`config.mk`:
```
export PLATFORM = sky130hd
export DESIGN_NAME = count_monitor_flat
export DESIGN_NICKNAME = d
export VERILOG_FILES = /design/src/rtl/count_mon_pkg.sv /design/src/rtl/count_monitor_if.sv /design/src/rtl/count_monitor.sv /design/src/flat_wrapper.sv
export SDC_FILE = /design/constraint.sdc
export NUM_CORES = 1
export LEC_CHECK = 0
export ABC_AREA = 1
export CAP_MARGIN = 20
export CORE_ASPECT_RATIO = 1.4
export CORE_MARGIN = 5
export CORE_UTILIZATION = 33
export CTS_CLUSTER_SIZE = 14
export DETAILED_ROUTE_END_ITERATION = 7
export HOLD_SLACK_MARGIN = 0.03
export PLACE_DENSITY = 0.62
export SYNTH_ARGS = -nofsm -noshare
export SYNTH_HDL_FRONTEND = slang
export SYNTH_SLANG_ARGS = --single-unit
```
`constraint.sdc`:
```
create_clock -name clk -period 3 [get_ports clk]
set_input_delay 0.3 -clock clk [delete_from_list [all_inputs] [get_ports clk]]
set_output_delay 0.3 -clock clk [all_outputs]
set_load 0.02 [all_outputs]
```
`src/rtl/count_mon_pkg.sv`:
```
// rtl/count_mon_pkg.sv - shared state and error-cause encodings for count_monitor
package count_mon_pkg;

  typedef logic [1:0] state_t;

  localparam state_t S_INIT  = 2'd0;
  localparam state_t S_TRACK = 2'd1;
  localparam state_t S_SAT   = 2'd2;
  localparam state_t S_FAULT = 2'd3;

  typedef enum logic [1:0] {
    ERR_NONE = 2'd0,
    ERR_OVER = 2'd1,
    ERR_JUMP = 2'd2,
    ERR_INIT = 2'd3
  } err_code_e;

endpackage

```
`src/rtl/count_monitor_if.sv`:
```
// rtl/count_monitor_if.sv - observed count, clear request and monitor status bundle
interface count_monitor_if #(
  parameter int WIDTH = 3
);

  logic [WIDTH-1:0] cnt_in;
  logic             clr_err;
  logic             sat_pulse;
  logic             err;
  logic [1:0]       err_code;
  logic [7:0]       err_count;

  modport master (
    output cnt_in, clr_err,
    input  sat_pulse, err, err_code, err_count
  );

  modport slave (
    input  cnt_in, clr_err,
    output sat_pulse, err, err_code, err_count
  );

endinterface

```
`src/rtl/count_monitor.sv`:
```
// rtl/count_monitor.sv - checks a bounded up-counter for illegal steps and reports faults
module count_monitor
  import count_mon_pkg::*;
#(
  parameter int WIDTH = 3,
  parameter int MAX   = 3
) (
  input  logic             clk,
  input  logic             resetn,
  count_monitor_if.slave   bus
);

  // One extra bit so MAX-1, prev+1 and the over-range compare cannot wrap.
  localparam logic [WIDTH:0] MAX_X = (WIDTH+1)'(MAX);
  localparam logic [WIDTH:0] PRE_X = (WIDTH+1)'(MAX - 1);
  localparam logic [WIDTH:0] ONE_X = (WIDTH+1)'(1);

  state_t           state, state_d;
  logic [WIDTH-1:0] prev;
  logic             sat_q, sat_d;
  logic             err_q;
  err_code_e        code_q;
  logic [7:0]       count_q;

  logic [WIDTH:0]   cur_x, prev_x;
  logic             over, legal, viol;
  err_code_e        cause, step_cause;

  assign cur_x      = {1'b0, bus.cnt_in};
  assign prev_x     = {1'b0, prev};
  assign over       = cur_x > MAX_X;
  assign legal      = !over && ((cur_x == prev_x) || (cur_x == prev_x + ONE_X));
  assign step_cause = over ? ERR_OVER : ERR_JUMP;

  always_comb begin
    state_d = state;
    sat_d   = 1'b0;
    viol    = 1'b0;
    cause   = ERR_NONE;
    case (state)
      S_INIT: begin
        if (cur_x == '0) begin
          state_d = S_TRACK;
        end else begin
          viol    = 1'b1;
          cause   = ERR_INIT;
          state_d = S_FAULT;
        end
      end
      S_TRACK: begin
        if (!legal) begin
          viol    = 1'b1;
          cause   = step_cause;
          state_d = S_FAULT;
        end else if (prev_x == PRE_X && cur_x == MAX_X) begin
          state_d = S_SAT;
          sat_d   = 1'b1;
        end
      end
      S_SAT: begin
        if (cur_x != MAX_X) begin
          viol    = 1'b1;
          cause   = step_cause;
          state_d = S_FAULT;
        end
      end
      S_FAULT: begin
        // A return to zero is the recovery path and is never itself a violation.
        if (cur_x == '0) begin
          state_d = S_TRACK;
        end else if (!legal) begin
          viol  = 1'b1;
          cause = step_cause;
        end
      end
      default: state_d = S_INIT;
    endcase
  end

  always_ff @(posedge clk or negedge resetn) begin
    if (!resetn) begin
      state   <= S_INIT;
      prev    <= '0;
      sat_q   <= 1'b0;
      err_q   <= 1'b0;
      code_q  <= ERR_NONE;
      count_q <= 8'd0;
    end else begin
      state <= state_d;
      prev  <= bus.cnt_in;
      sat_q <= sat_d;
      if (viol) begin
        // A clear coinciding with a violation restarts the record from this cause.
        err_q <= 1'b1;
        if (!err_q || bus.clr_err) begin
          code_q <= cause;
        end
        if (bus.clr_err) begin
          count_q <= 8'd1;
        end else if (count_q != 8'hFF) begin
          count_q <= count_q + 8'd1;
        end
      end else if (bus.clr_err) begin
        err_q   <= 1'b0;
        code_q  <= ERR_NONE;
        count_q <= 8'd0;
      end
    end
  end

  assign bus.sat_pulse = sat_q;
  assign bus.err       = err_q;
  assign bus.err_code  = code_q;
  assign bus.err_count = count_q;

endmodule

```
`src/flat_wrapper.sv`:
```
// flat-port wrapper written by rule: the top's interface ports become plain ports
module count_monitor_flat import count_mon_pkg::*;
#(
  parameter int WIDTH = 3,
  parameter int MAX   = 3
)
  (clk, resetn, bus_cnt_in, bus_clr_err, bus_sat_pulse, bus_err, bus_err_code, bus_err_count);
  count_monitor_if #(.WIDTH(WIDTH)) bus_i ();
  input  logic clk;
  input  logic resetn;
  input wire logic [$bits(bus_i.cnt_in)-1:0] bus_cnt_in;
  input wire logic [$bits(bus_i.clr_err)-1:0] bus_clr_err;
  output wire logic [$bits(bus_i.sat_pulse)-1:0] bus_sat_pulse;
  output wire logic [$bits(bus_i.err)-1:0] bus_err;
  output wire logic [$bits(bus_i.err_code)-1:0] bus_err_code;
  output wire logic [$bits(bus_i.err_count)-1:0] bus_err_count;
  assign bus_i.cnt_in = bus_cnt_in;
  assign bus_i.clr_err = bus_clr_err;
  assign bus_sat_pulse = bus_i.sat_pulse;
  assign bus_err = bus_i.err;
  assign bus_err_code = bus_i.err_code;
  assign bus_err_count = bus_i.err_count;
  count_monitor #(.WIDTH(WIDTH), .MAX(MAX)) u_core (.clk(clk), .resetn(resetn), .bus(bus_i));
endmodule
```
After elaboration in Yosys (flattened, before gate mapping)
Index checks and enable logic that the tools add are counted.
- bits in latches: 0
- logic and storage cells: 64
- bits in registers: 17
- bits in read-only memories: 0
- memories: 0
- input port bits: 6
- output and inout bits: 12
- memory bits (writable): 0
- shifts and indexed selects: 0
- add/subtract/negate cells: 2
- $lt $le $gt $ge: 1
- multipliers: 0
- eq/ne operators: 13
- bitwise gates (word level): 0
- reductions and logical operators: 13
- div/mod/pow operators: 0
- multiplexer cells: 29
- operators by type and width (operator ; number):
    8-bit two-way mux ; 4
    2-bit two-way mux ; 13
    2-bit one-hot mux with 4 select lines ; 2
    1-bit two-way mux ; 9
    8-bit by 1-bit adder with 8-bit output, second input constant ; 1
    8-bit != test, second input constant ; 1
    3-bit by 2-bit == test with 1-bit output, second input constant ; 2
    3-bit by 1-bit adder with 4-bit output, second input constant ; 1
    2-bit == test, second input constant ; 2
    3-bit by 4-bit == test with 1-bit output ; 1
    4-bit zero test ; 1
    2-bit by 1-bit != test with 1-bit output, second input constant ; 2
    1-bit one-hot mux with 4 select lines ; 1
    2-bit AND reduction ; 2
    2-bit nonzero test ; 2
    3-bit == test ; 1
    3-bit by 2-bit > comparator with 1-bit output, second input constant ; 1
    3-bit by 2-bit != test with 1-bit output, second input constant ; 1
    3-bit != test, second input constant ; 1
    3-bit AND reduction ; 1
    2-bit by 1-bit == test with 1-bit output, second input constant ; 1
    1-bit logical AND ; 2
    1-bit zero test ; 2
    2-bit zero test ; 1
    2 further kinds ; 3

Depth between registers and ports, before layout
Gate-level depths: netlist (run 1).
- depth in word-level cells: 9
- mapped depth: 17
- gate-level depth less buffers: 17

Least setup slack after synthesis (run 1)
Ideal clock, no wire load.
- path type: register -> register
- from: register u_core.prev[0]
- to: register u_core.code_q[1] (netlist: u_core.bus.err_code[1])
- library setup time: 0.121 ns
- setup slack: 1.317 ns
- arrival time: 1.561 ns
- required time: 2.879 ns
- path buffers: 0
- clock period less this slack: 1.683 ns
- stages on the path, launching flop included: 17
- cell sequence: dfrtp_1 -> inv_2 -> ha_1 -> inv_1 -> nand2_1 -> nand2_1 -> nand2_1 -> nor2_4 -> nand2_2 -> nand2_2 -> nand2_2 -> nand2_2 -> nand2_2 -> nand2_4 -> nand2_4 -> o211ai_1 -> nand2_1
- cells in the longest elaborated chain, start to end: 9
- elaborated cells on any way between the ends: 16
- those cells by class: 1 x add/sub; 3 x eq/ne; 8 x mux; 4 x reduce/logical
- RTL lines (item ; line ; RTL):
    start: declaration ; count_monitor.sv:19 ; logic [WIDTH-1:0] prev;
    start signal: assignment ; count_monitor.sv:90 ; prev <= bus.cnt_in;
    3-bit by 1-bit adder with 4-bit output ; count_monitor.sv:32 ; assign legal = !over && ((cur_x == prev_x) || (cur_x == prev_x + ONE_X));
    3-bit by 4-bit == test with 1-bit output ; count_monitor.sv:32 ;
    1-bit logical OR * ; count_monitor.sv:32 ;
    1-bit logical AND * ; count_monitor.sv:32 ;
    1-bit two-way mux or 2-bit two-way mux (tied branches) ; count_monitor.sv:51, count_monitor.sv:71 ;
    1-bit two-way mux or 2-bit two-way mux (tied branches) ; count_monitor.sv:69 ; if (cur_x == '0) begin
    1-bit one-hot mux with 4 select lines or 2-bit one-hot mux with 4 select lines (tied branches) ; count_monitor.sv:40 ; case (state)
    2-bit != test (no line), or another cell as far along ; -- ;
    2-bit AND reduction (no line) or 2-bit two-way mux (tied branches) ; -- ;
    end signal: assignment ; count_monitor.sv:96 ; code_q <= cause;
    end: declaration ; count_monitor.sv:22 ; err_code_e code_q;
Every way passes the cells marked *; elsewhere a longest branch is shown, timed or not. The select of a mux whose other input is x is not followed.
A chain may end at the register's enable or synchronous reset.

Worst setup path after layout (run 1)
- from: register u_core.prev[0]
- to: register u_core.count_q[5] (netlist: u_core.bus.err_count[5])
- cells in the longest elaborated chain, start to end: 9
- elaborated cells on any way between the ends: 11
- those cells by class: 1 x add/sub; 2 x eq/ne; 4 x mux; 4 x reduce/logical
- RTL lines (item ; line ; RTL):
    3-bit by 1-bit adder with 4-bit output ; count_monitor.sv:32 ;
    3-bit by 4-bit == test with 1-bit output ; count_monitor.sv:32 ;
    1-bit logical OR * ; count_monitor.sv:32 ;
    1-bit logical AND * ; count_monitor.sv:32 ;
    1-bit two-way mux * ; count_monitor.sv:51, count_monitor.sv:71 ;
    1-bit two-way mux ; count_monitor.sv:69 ;
    1-bit one-hot mux with 4 select lines * ; count_monitor.sv:40 ;
    2-bit nonzero test (no line) ; -- ;
    2-bit AND reduction (no line) ; -- ;
    end signal: assignment ; count_monitor.sv:101 ; count_q <= count_q + 8'd1;
    end: declaration ; count_monitor.sv:23 ; logic [7:0] count_q;
Every way passes the cells marked *; elsewhere a longest branch is shown, timed or not.

==> impl_metrics.tcl, run 1 <==
set metrics [dict create \
    drv_slew 0 \
    grt_max_degree 18 \
    layout_common_cells "nand2_1, clkdlybuf4s50_1, dfrtp_1" \
    drt-total-wl_um 2496 \
    remaining_drc_errors 0 \
    cts_setup_buffers 0 \
    hold_start "u_core.bus.err_code[0]" \
    die_h_um 80.19 \
    drive_gt1_share_pct 12.43 \
    crit_type "flop to flop" \
    min_path_type "flop to flop" \
    gp_congestion 0.8256 \
    stdcell_count 209 \
    synth_area_per_cell_um2 7.793 \
    critical_path.startpoint_type "flop" \
    r2r_cells 17 \
    period_minus_slack_ps 1873 \
    dp_hpwl_um 1972 \
    syn_area_um2 1161 \
    grt_pass1_vias 1062 \
    clk_path_buf_depth 2 \
    ios 18 \
    crit_fanout 7 \
    status "finished clean" \
    track_usage_pct 12.18 \
    post-route-period-util_pct 62.42 \
    cts_root_buf "clkbuf_8" \
    r2r_slack_ps 1130 \
    final_common_cell "nand2_1" \
    rsz0062_at_grt "no" \
    finish.instance_area_um2 1421 \
    place_area_um2 1376 \
    yosysSeqAreaShare_pct 36.64 \
    cts_tree "done" \
    viasPerCell 4.933 \
    die-area_um2 4822 \
    worst_pin_slew_ps 804.3 \
    max_freq_ghz 0.5340 \
    timing.setup.tns_ps 0 \
    cp_data_arrival_time_ps 2060 \
    fp.dieW_um 60.13 \
    vias 1031 \
    min_to "u_core.bus.err_code[0]" \
    cts-resized-gates 0 \
    num-nets-final 183 \
    required_ps 3190 \
    worstReg2RegStart "u_core.prev[0]" \
    n_antenna_cell 0 \
    yosysUniqueCellTypes 25 \
    grt_pass1_wl_um 4498 \
    port_buffers 17 \
    cp-end-kind "flop" \
    first_pass_iters 4 \
    reg2reg_to "u_core.bus.err_count[5]" \
    final_core_util_pct 42.07 \
    coreArea_um2 3378 \
    syn_to_final_growth_pct 22.41 \
    rows 25 \
    synth_fp_nets 162 \
    powerDensity_nw_per_um2 770.1 \
    postRouteAntennaNets 0 \
    ir_worst_vdd_mv 0.3415 \
    drv_cap 0 \
    power.leakage_nw 0.7333 \
    synthCells 149 \
    relSlewSlack_pct 46.21 \
    hold-path-cell-count 2 \
    synth_warnings 0 \
    cts.sinks 17 \
    antenna_found_initial 0 \
    clk_latency_ps 250 \
    cts_buffers 3 \
    start_util_pct 34.37 \
    h-tree-depth 1 \
    ys_ff_latch 17 \
    wire_per_inst_um 11.94 \
    cts_hold_buf 0 \
    worst_clock_skew_ps 1.887 \
    grt.overflow.total 0 \
    dp_cells 205 \
    drt_iter0_drc 43 \
    setup_viol 0 \
    hold_viol_final 0 \
    clkSlewWorstSetupHoldPaths_ps 70 \
]
-- flip-flops by register name, indices dropped and copies added, names as in the netlist --
| register | cells |
|---|---|
| u_core.prev | 3 |
| u_core.bus.err_count | 8 |
| u_core.bus.sat_pulse | 1 |
| u_core.bus.err_code | 2 |
| u_core.bus.err | 1 |
| u_core.state | 2 |
-- per-stage QoR --
step	setup WS (ps)	hold slack, ps	power, mW
finish	1127	480.8	1.095
global route	953.9	523.5	1.191
CTS	1122	483.4	1.113
detailed placement	923.8	463.4	0.9335
global placement	965.3	463.2	0.9131
floorplan	1317	4.409	0.7647
-- synthesized netlist by cell type (all sizes together) --
library cell	n	area, um2
nor2	7	33.78
nand2	55	244.0
nor3	3	15.01
a31oi	1	6.260
clkinv	1	3.750
bufinv	2	35.03
xnor2	1	8.760
nand4	9	56.30
o21ai	3	15.01
ha	7	87.58
dfrtp	17	425.4
nand3	13	77.58
a21oi	3	15.01
inv	18	67.56
xor2	4	35.03
buf	1	5.000
or2	2	15.02
o211ai	2	15.01
-- power breakdown --
part	switching (mW)	leakage, nW	internal, mW
Clock	0.0790	0.0228	0.0943
Sequential	0.0458	0.216	0.282
Combinational	0.337	0.494	0.257
-- cell type report --
cell class / count / area (um2)
Timing Repair Buffer: 17 / 170.2
Inverter: 21 / 106.4
Tap cell: 40 / 50.05
Fill cell: 358 / 1957
Sequential cell: 17 / 425.4
Multi-Input combinational cell: 110 / 624.3
Clock buffer: 4 / 45.04
-- worst max-delay path, cell delays in order, from the launching register on --
cell and delay, ps:
dfrtp_1 400, inv_2 60, ha_1 300, inv_1 60, nand2_1 40, nand2_1 60, nand2_1 80, nor2_4 90
nand2_2 60, nand2_2 70, nand2_2 70, nand2_2 60, nand2_2 60, nand2_4 80, nand3_4 80, nand2_4 120
nand2_1 60, nand2_1 60
-- logic make-up (layout without fill, tap and decap cells) --
kind of cell,count (synthesis),count (layout),synth area share (%)
compound gates,9,9,4.417
xor+xnor,5,5,3.771
fa+ha+maj,7,7,7.543
buf+inv,22,42,9.589
flops,17,17,36.64
simple gates,89,89,38.04
-- per-layer routing --
metal	share of wire [%]	vias to the layer above	global-route usage, %
met5	0	-	0
met4	2.5	0	6.430
met3	5.0	6	2.090
met2	53	26	22.19
met1	40	479	12.73
li1	-	520	-
-- how the worst max path moves through the flow --
stage | slack, ps | from | to
after detailed placement | 920 | bus_cnt_in[2] | u_core.bus.err_count[0]
after global routing | 950 | bus_cnt_in[2] | u_core.bus.err_count[0]
final | 1130 | u_core.prev[0] | u_core.bus.err_count[5]
after global placement | 970 | bus_cnt_in[2] | u_core.bus.err_count[0]
after floorplan | 1320 | u_core.prev[0] | u_core.bus.err_code[1]
after CTS | 1120 | u_core.prev[0] | u_core.bus.err_count[4]
No activity file was read; power rests on OpenSTA's default activity.
==> run 2, diff against run 1 <==
--- a/config.mk
+++ b/config.mk
@@ -13,7 +13,7 @@
 export CTS_CLUSTER_SIZE = 14
 export DETAILED_ROUTE_END_ITERATION = 7
 export HOLD_SLACK_MARGIN = 0.03
-export PLACE_DENSITY = 0.62
+export PLACE_DENSITY = 0.64
 export SYNTH_ARGS = -nofsm -noshare
 export SYNTH_HDL_FRONTEND = slang
 export SYNTH_SLANG_ARGS = --single-unit
==> constraint.sdc (replaced) <==
create_clock -name clk -period 1.7 [get_ports clk]
set_input_delay 0.17 -clock clk [delete_from_list [all_inputs] [get_ports clk]]
set_output_delay 0.17 -clock clk [all_outputs]
set_load 0.02 [all_outputs]
==> run 2 against run 1 <==
The flow now finishes with violations (setup timing). Hold slack got worse by 240 ps. Non-clock buffer count increased by 15. Power increased by 88%. Via count grew 2.4%. Setup slack got worse by 1200 ps. Critical endpoint is now u_core.bus.err_count[3]. Utilization increased by 4.7 points. Largest cell class unchanged. Sequential cell count stayed put.
==> impl_metrics.tcl, run 2 (synthesized netlist as in run 1, its figures left out) <==
set metrics [dict create \
    n_antenna_cell 0 \
    min_path_type "input port to async pin" \
    crit_fanout 7 \
    p_sw_share_pct 41.54 \
    finalHoldWorstSlack_ps 244.9 \
    worst_pin_slew_ps 315.3 \
    ir_worst_vdd_mv 0.6612 \
    cp_common_cell "nand2_2" \
    top_usage_layer "met2" \
    stdcell_count 224 \
    slowest_stage "dfrtp_1" \
    p_int_mw 1.206 \
    cts_hold_buf 0 \
    fp.dieW_um 60.13 \
    grt_max_degree 18 \
    first_pass_iters 4 \
    clk_path_buf_depth 2 \
    antenna_found_initial 0 \
    drt-total-wl_um 2618 \
    max_stage_delay_ps 390 \
    grt_use_met1_pct 13.08 \
    rows 25 \
    track_usage_pct 12.58 \
    crit_type "flop to flop" \
    p_clk_share_pct 14.6 \
    timing.setup.tns_ps -312.9 \
    dp_hpwl_um 2078 \
    grt.met2_usage_pct 23.81 \
    start_util_pct 34.37 \
    cts.sinks 17 \
    remaining_drc_errors 0 \
    grt.overflow.total 0 \
    final_common_cell "nand2_1" \
    die_h_um 80.19 \
    die-area_um2 4822 \
    syn_to_final_growth_pct 35.99 \
    clkSlewWorstSetupHoldPaths_ps 70 \
    rsz0062_at_grt "yes" \
    largest_reg_flops 8 \
    seq_power_share_pct 28.0 \
    drv_slew 0 \
    cts_root_buf "clkbuf_8" \
    hold_viol_final 0 \
    grt_pass1_vias 1101 \
    cp_cell_sequence "inv_2, ha_4, inv_2, nand2_1, nand2_1, nand2_2, nor2_4, nand2_2, nand2_2, nand2_2, nand2_2, nand2_2, nand2_4, nand3_4, nand2_4, nand2_1, nand2_1" \
    cp-end-kind "flop" \
    drv_cap 0 \
    status "finished, violations left" \
    drt_iter0_drc 50 \
    viasPerCell 4.714 \
    setup_viol 10 \
    cts_buffers 3 \
    period_minus_slack_ps 1742 \
    final_core_util_pct 46.74 \
    post-route-period-util_pct 102.5 \
    coreArea_um2 3378 \
    ios 18 \
    clk_latency_ps 250 \
    vias 1056 \
    powerDensity_nw_per_um2 1306 \
    postRouteAntennaNets 0 \
    wire_per_inst_um 11.69 \
    drive_gt1_share_pct 22.28 \
    gp_congestion 0.7893 \
    grt_pass1_wl_um 4657 \
    comb_power_share_pct 57.4 \
    violations "setup timing" \
    met3_usage_pct 2.090 \
    num-nets-final 198 \
    cp_data_arrival_time_ps 1930 \
    relSlewSlack_pct 78.82 \
    port_buffers 17 \
    power.switching_mw 0.8569 \
    cts_tree "done" \
    critical_path.startpoint_type "flop" \
    max_freq_ghz 0.5740 \
    required_ps 1890 \
    power.leakage_nw 0.8119 \
    layout_common_cells "nand2_1, clkdlybuf4s50_1, dfrtp_1" \
    worst_clock_skew_ps 4.187 \
    h-tree-depth 1 \
    fin_ws_ps -42.20 \
    dp_cells 218 \
]
run 2: changes by cell type in the layout (fill, tap and decap cells not counted), sizes merged:
cell and delta:
buf +15
run 2: worst max-delay path, delay by kind of cell (launching register included):
kind | cells | cell delay (ps)
AND/OR/NAND/NOR | 14 | 970
flip-flops | 1 | 390
adder cells (fa/ha/maj) | 1 | 200
buffers and inverters | 2 | 120
run 2: path summary, 6_finish.rpt:
| kind | from | end | slack (ps) | depth (start not counted) |
|---|---|---|---|---|
| setup / recovery | u_core.prev[0] | u_core.bus.err_count[3] | -40 | 17 |
| hold / removal | resetn | u_core.bus.sat_pulse | 240 | 2 |
| setup reg to reg | u_core.prev[0] | u_core.bus.err_count[3] | -40 | 17 |
| hold reg to reg | u_core.bus.err_code[0] | u_core.bus.err_code[0] | 480 | 2 |
| max in group asynchronous | resetn | u_core.bus.err_count[0] | 1260 | 2 |
| min in group clk | bus_cnt_in[1] | u_core.prev[1] | 470 | 1 |
run 2: power by group through the flow:
stage / combinational [mW] / sequential [mW] / clock (mW)
after floorplan: 0.710 / 0.640 / 0
after global placement: 1.08 / 0.577 / 0
after detailed placement: 1.11 / 0.584 / 0
after CTS: 1.18 / 0.578 / 0.314
after global routing: 1.32 / 0.590 / 0.335
final: 1.18 / 0.577 / 0.301
run 2: layout make-up:
type | count | area (um2)
repair buffers | 32 | 286.5
multi-input cells | 110 | 665.6
clock buffers | 4 | 45.04
well taps | 40 | 50.05
fillers | 342 | 1799
inverters | 21 | 106.4
flip-flops and latches | 17 | 425.4
run 2: repair_timing:
action / in CTS / in global routing
pin swaps: 4 / 2
setup buffers: 1 / 1
gates resized for setup: 7 / 1
endpoints found under the setup margin: 11 / 13
cloned: 0 / 0
run 2: through the flow:
stage	instance area, um2	setup WS (ps)	power (mW)
global route	1579	-201.5	2.248
floorplan	1161	17.29	1.349
CTS	1567	-62.90	2.067
global placement	1474	-137.9	1.658
finish	1579	-42.20	2.063
detailed placement	1474	-207.4	1.697
run 2: layer usage:
| layer | vias to the layer above | part of all wire [%] |
|---|---|---|
| li1 | 548 | - |
| met1 | 490 | 40 |
| met2 | 16 | 55 |
| met3 | 2 | 4.8 |
| met4 | 0 | 0.61 |
| met5 | - | 0 |
==> run 3, diff against run 2 <==
--- a/config.mk
+++ b/config.mk
@@ -7,7 +7,6 @@
 export LEC_CHECK = 0
 export ABC_AREA = 1
 export CAP_MARGIN = 20
-export CORE_ASPECT_RATIO = 1.4
 export CORE_MARGIN = 5
 export CORE_UTILIZATION = 33
 export CTS_CLUSTER_SIZE = 14
==> run 3 against run 2 <==
The flow still finishes with violations (setup timing). Hold slack got worse by 45 ps. Critical path depth unchanged. Via count increased by 0.57%. Maximum frequency decreased by 0.50%. First-iteration DRC count increased by 64%. Critical path type unchanged. Critical endpoint is now u_core.bus.err_count[6]. Largest cell class unchanged.
==> impl_metrics.tcl, run 3 (synthesized netlist as in run 1, its figures left out) <==
set metrics [dict create \
    status "finished, violations left" \
    violations "setup timing" \
    p_clk_share_pct 11.2 \
    crit_fanout 7 \
    power.switching_mw 0.8404 \
    ios 18 \
    comb_power_share_pct 60.1 \
    crit_type "flop to flop" \
    vias 1062 \
    worst_clock_skew_ps 0.8334 \
    fp.dieW_um 69.32 \
    finalHoldWorstSlack_ps 199.4 \
    grt_pass1_wl_um 4436 \
    gp_congestion 0.8749 \
    cp-end-kind "flop" \
    port_buffers 17 \
    cts.sinks 17 \
    cts_hold_buf 0 \
    rows 21 \
    syn_to_final_growth_pct 35.13 \
    worst_pin_slew_ps 319.8 \
    clk_path_buf_depth 2 \
    drv_cap 0 \
    dp_hpwl_um 1935 \
    final_common_cell "nand2_1" \
    max_stage_delay_ps 410 \
    viasPerCell 4.578 \
    track_usage_pct 10.92 \
    postRouteAntennaNets 0 \
    drv_slew 0 \
    relSlewSlack_pct 78.52 \
    required_ps 1930 \
    cp_cell_sequence "inv_2, ha_4, inv_2, nand2_1, nand2_1, nand2_2, nor2_4, nand2_2, nand2_2, nand2_2, nand2_2, nand2_2, nand2_4, nand3_4, nand2_4, nand2_1, nand2_1" \
    finish.instance_area_um2 1569 \
    clk_latency_ps 290 \
    p_int_mw 1.133 \
    slowest_stage "dfrtp_1" \
    largest_reg_flops 8 \
    seq_power_share_pct 28.8 \
    fin_ws_ps -51.04 \
    drt_iter0_drc 82 \
    start_util_pct 34.52 \
    grt_max_degree 18 \
    cp_data_arrival_time_ps 1990 \
    ir_worst_vdd_mv 0.7148 \
    cts_buffers 3 \
    first_pass_iters 4 \
    h-tree-depth 1 \
    post-route-period-util_pct 103.0 \
    num-nets-final 200 \
    min_path_type "input port to async pin" \
    layout_common_cells "nand2_1, clkdlybuf4s50_1, buf_4, dfrtp_1, inv_1" \
    powerDensity_nw_per_um2 1258 \
    place_area_um2 1489 \
    period_minus_slack_ps 1751 \
    cp_common_cell "nand2_2" \
    die-area_um2 4805 \
    remaining_drc_errors 0 \
    grt_pass1_vias 1037 \
    setup_viol 10 \
    power.leakage_nw 0.8133 \
    cts_tree "done" \
    max_freq_ghz 0.5711 \
    antenna_found_initial 0 \
    wire_per_inst_um 10.69 \
    rsz0062_at_grt "yes" \
    timing.setup.tns_ps -435.1 \
    p_sw_share_pct 42.59 \
    n_antenna_cell 0 \
    hold_viol_final 0 \
    cts_root_buf "clkbuf_4" \
    stdcell_count 232 \
    coreArea_um2 3363 \
    die_h_um 69.32 \
    drt-total-wl_um 2480 \
    critical_path.startpoint_type "flop" \
    r2r_cells 17 \
    grt.overflow.total 0 \
    clkSlewWorstSetupHoldPaths_ps 100 \
    dp_cells 225 \
    drive_gt1_share_pct 23.12 \
    pre_cts_ws_ps -172.7 \
]
## run 3: routing by layer
| metal | track usage (%) | up-vias | wire, um |
|---|---|---|---|
| met5 | 0 | - | 0 |
| met4 | 1.302 | 0 | 10 |
| met3 | 3.623 | 2 | 106 |
| met2 | 19.70 | 25 | 1275 |
| met1 | 12.83 | 479 | 1087 |
| li1 | - | 556 | - |
## run 3: timing repair
item	in CTS	in global routing
setup endpoints to repair	11	13
resized for setup	5	1
setup buffers	3	0
pin swaps	5	2
## run 3: worst paths after layout
check / start / to / slack (ps)
setup / recovery: u_core.prev[0] / u_core.bus.err_count[6] / -50
hold / removal: resetn / u_core.bus.err_count[3] / 200
setup reg to reg: u_core.prev[0] / u_core.bus.err_count[6] / -50
hold reg to reg: u_core.bus.err_code[1] / u_core.bus.err_code[1] / 490
max in group asynchronous: resetn / u_core.bus.err_code[0] / 1310
min in group clk: u_core.bus.err_code[1] / u_core.bus.err_code[1] / 490
## run 3: through the flow
step,power (mW),utilization [%]
2_1_floorplan,1.349,-
3_3_place_gp,1.660,44.27
3_5_place_dp,1.686,44.27
4_1_cts,2.001,46.50
5_1_grt,2.150,46.65
6_report,1.973,46.65
## run 3: power groups by stage
stage                     logic [mW]  clock network, mW  registers [mW]
after floorplan                0.710                  0           0.640
after global placement          1.09                  0           0.569
after detailed placement        1.11                  0           0.577
after CTS                       1.20              0.234           0.569
after global routing            1.31              0.250           0.588
final                           1.19              0.221           0.567
## run 3: layout make-up
| cell class | instances | area, um2 |
|---|---|---|
| clock buffer | 4 | 26.28 |
| fill | 344 | 1794 |
| inverter | 21 | 106.4 |
| multi-input combinational | 110 | 655.6 |
| sequential | 17 | 425.4 |
| tap | 46 | 57.56 |
| timing repair buffer | 34 | 297.8 |
## run 3: critical path, delay by kind of cell (launching register included)
family                     cells  cell delay [ps]
buffers and inverters          2              120
DFF                            1              410
and+or+nand+nor               14              980
adders and majority gates      1              200
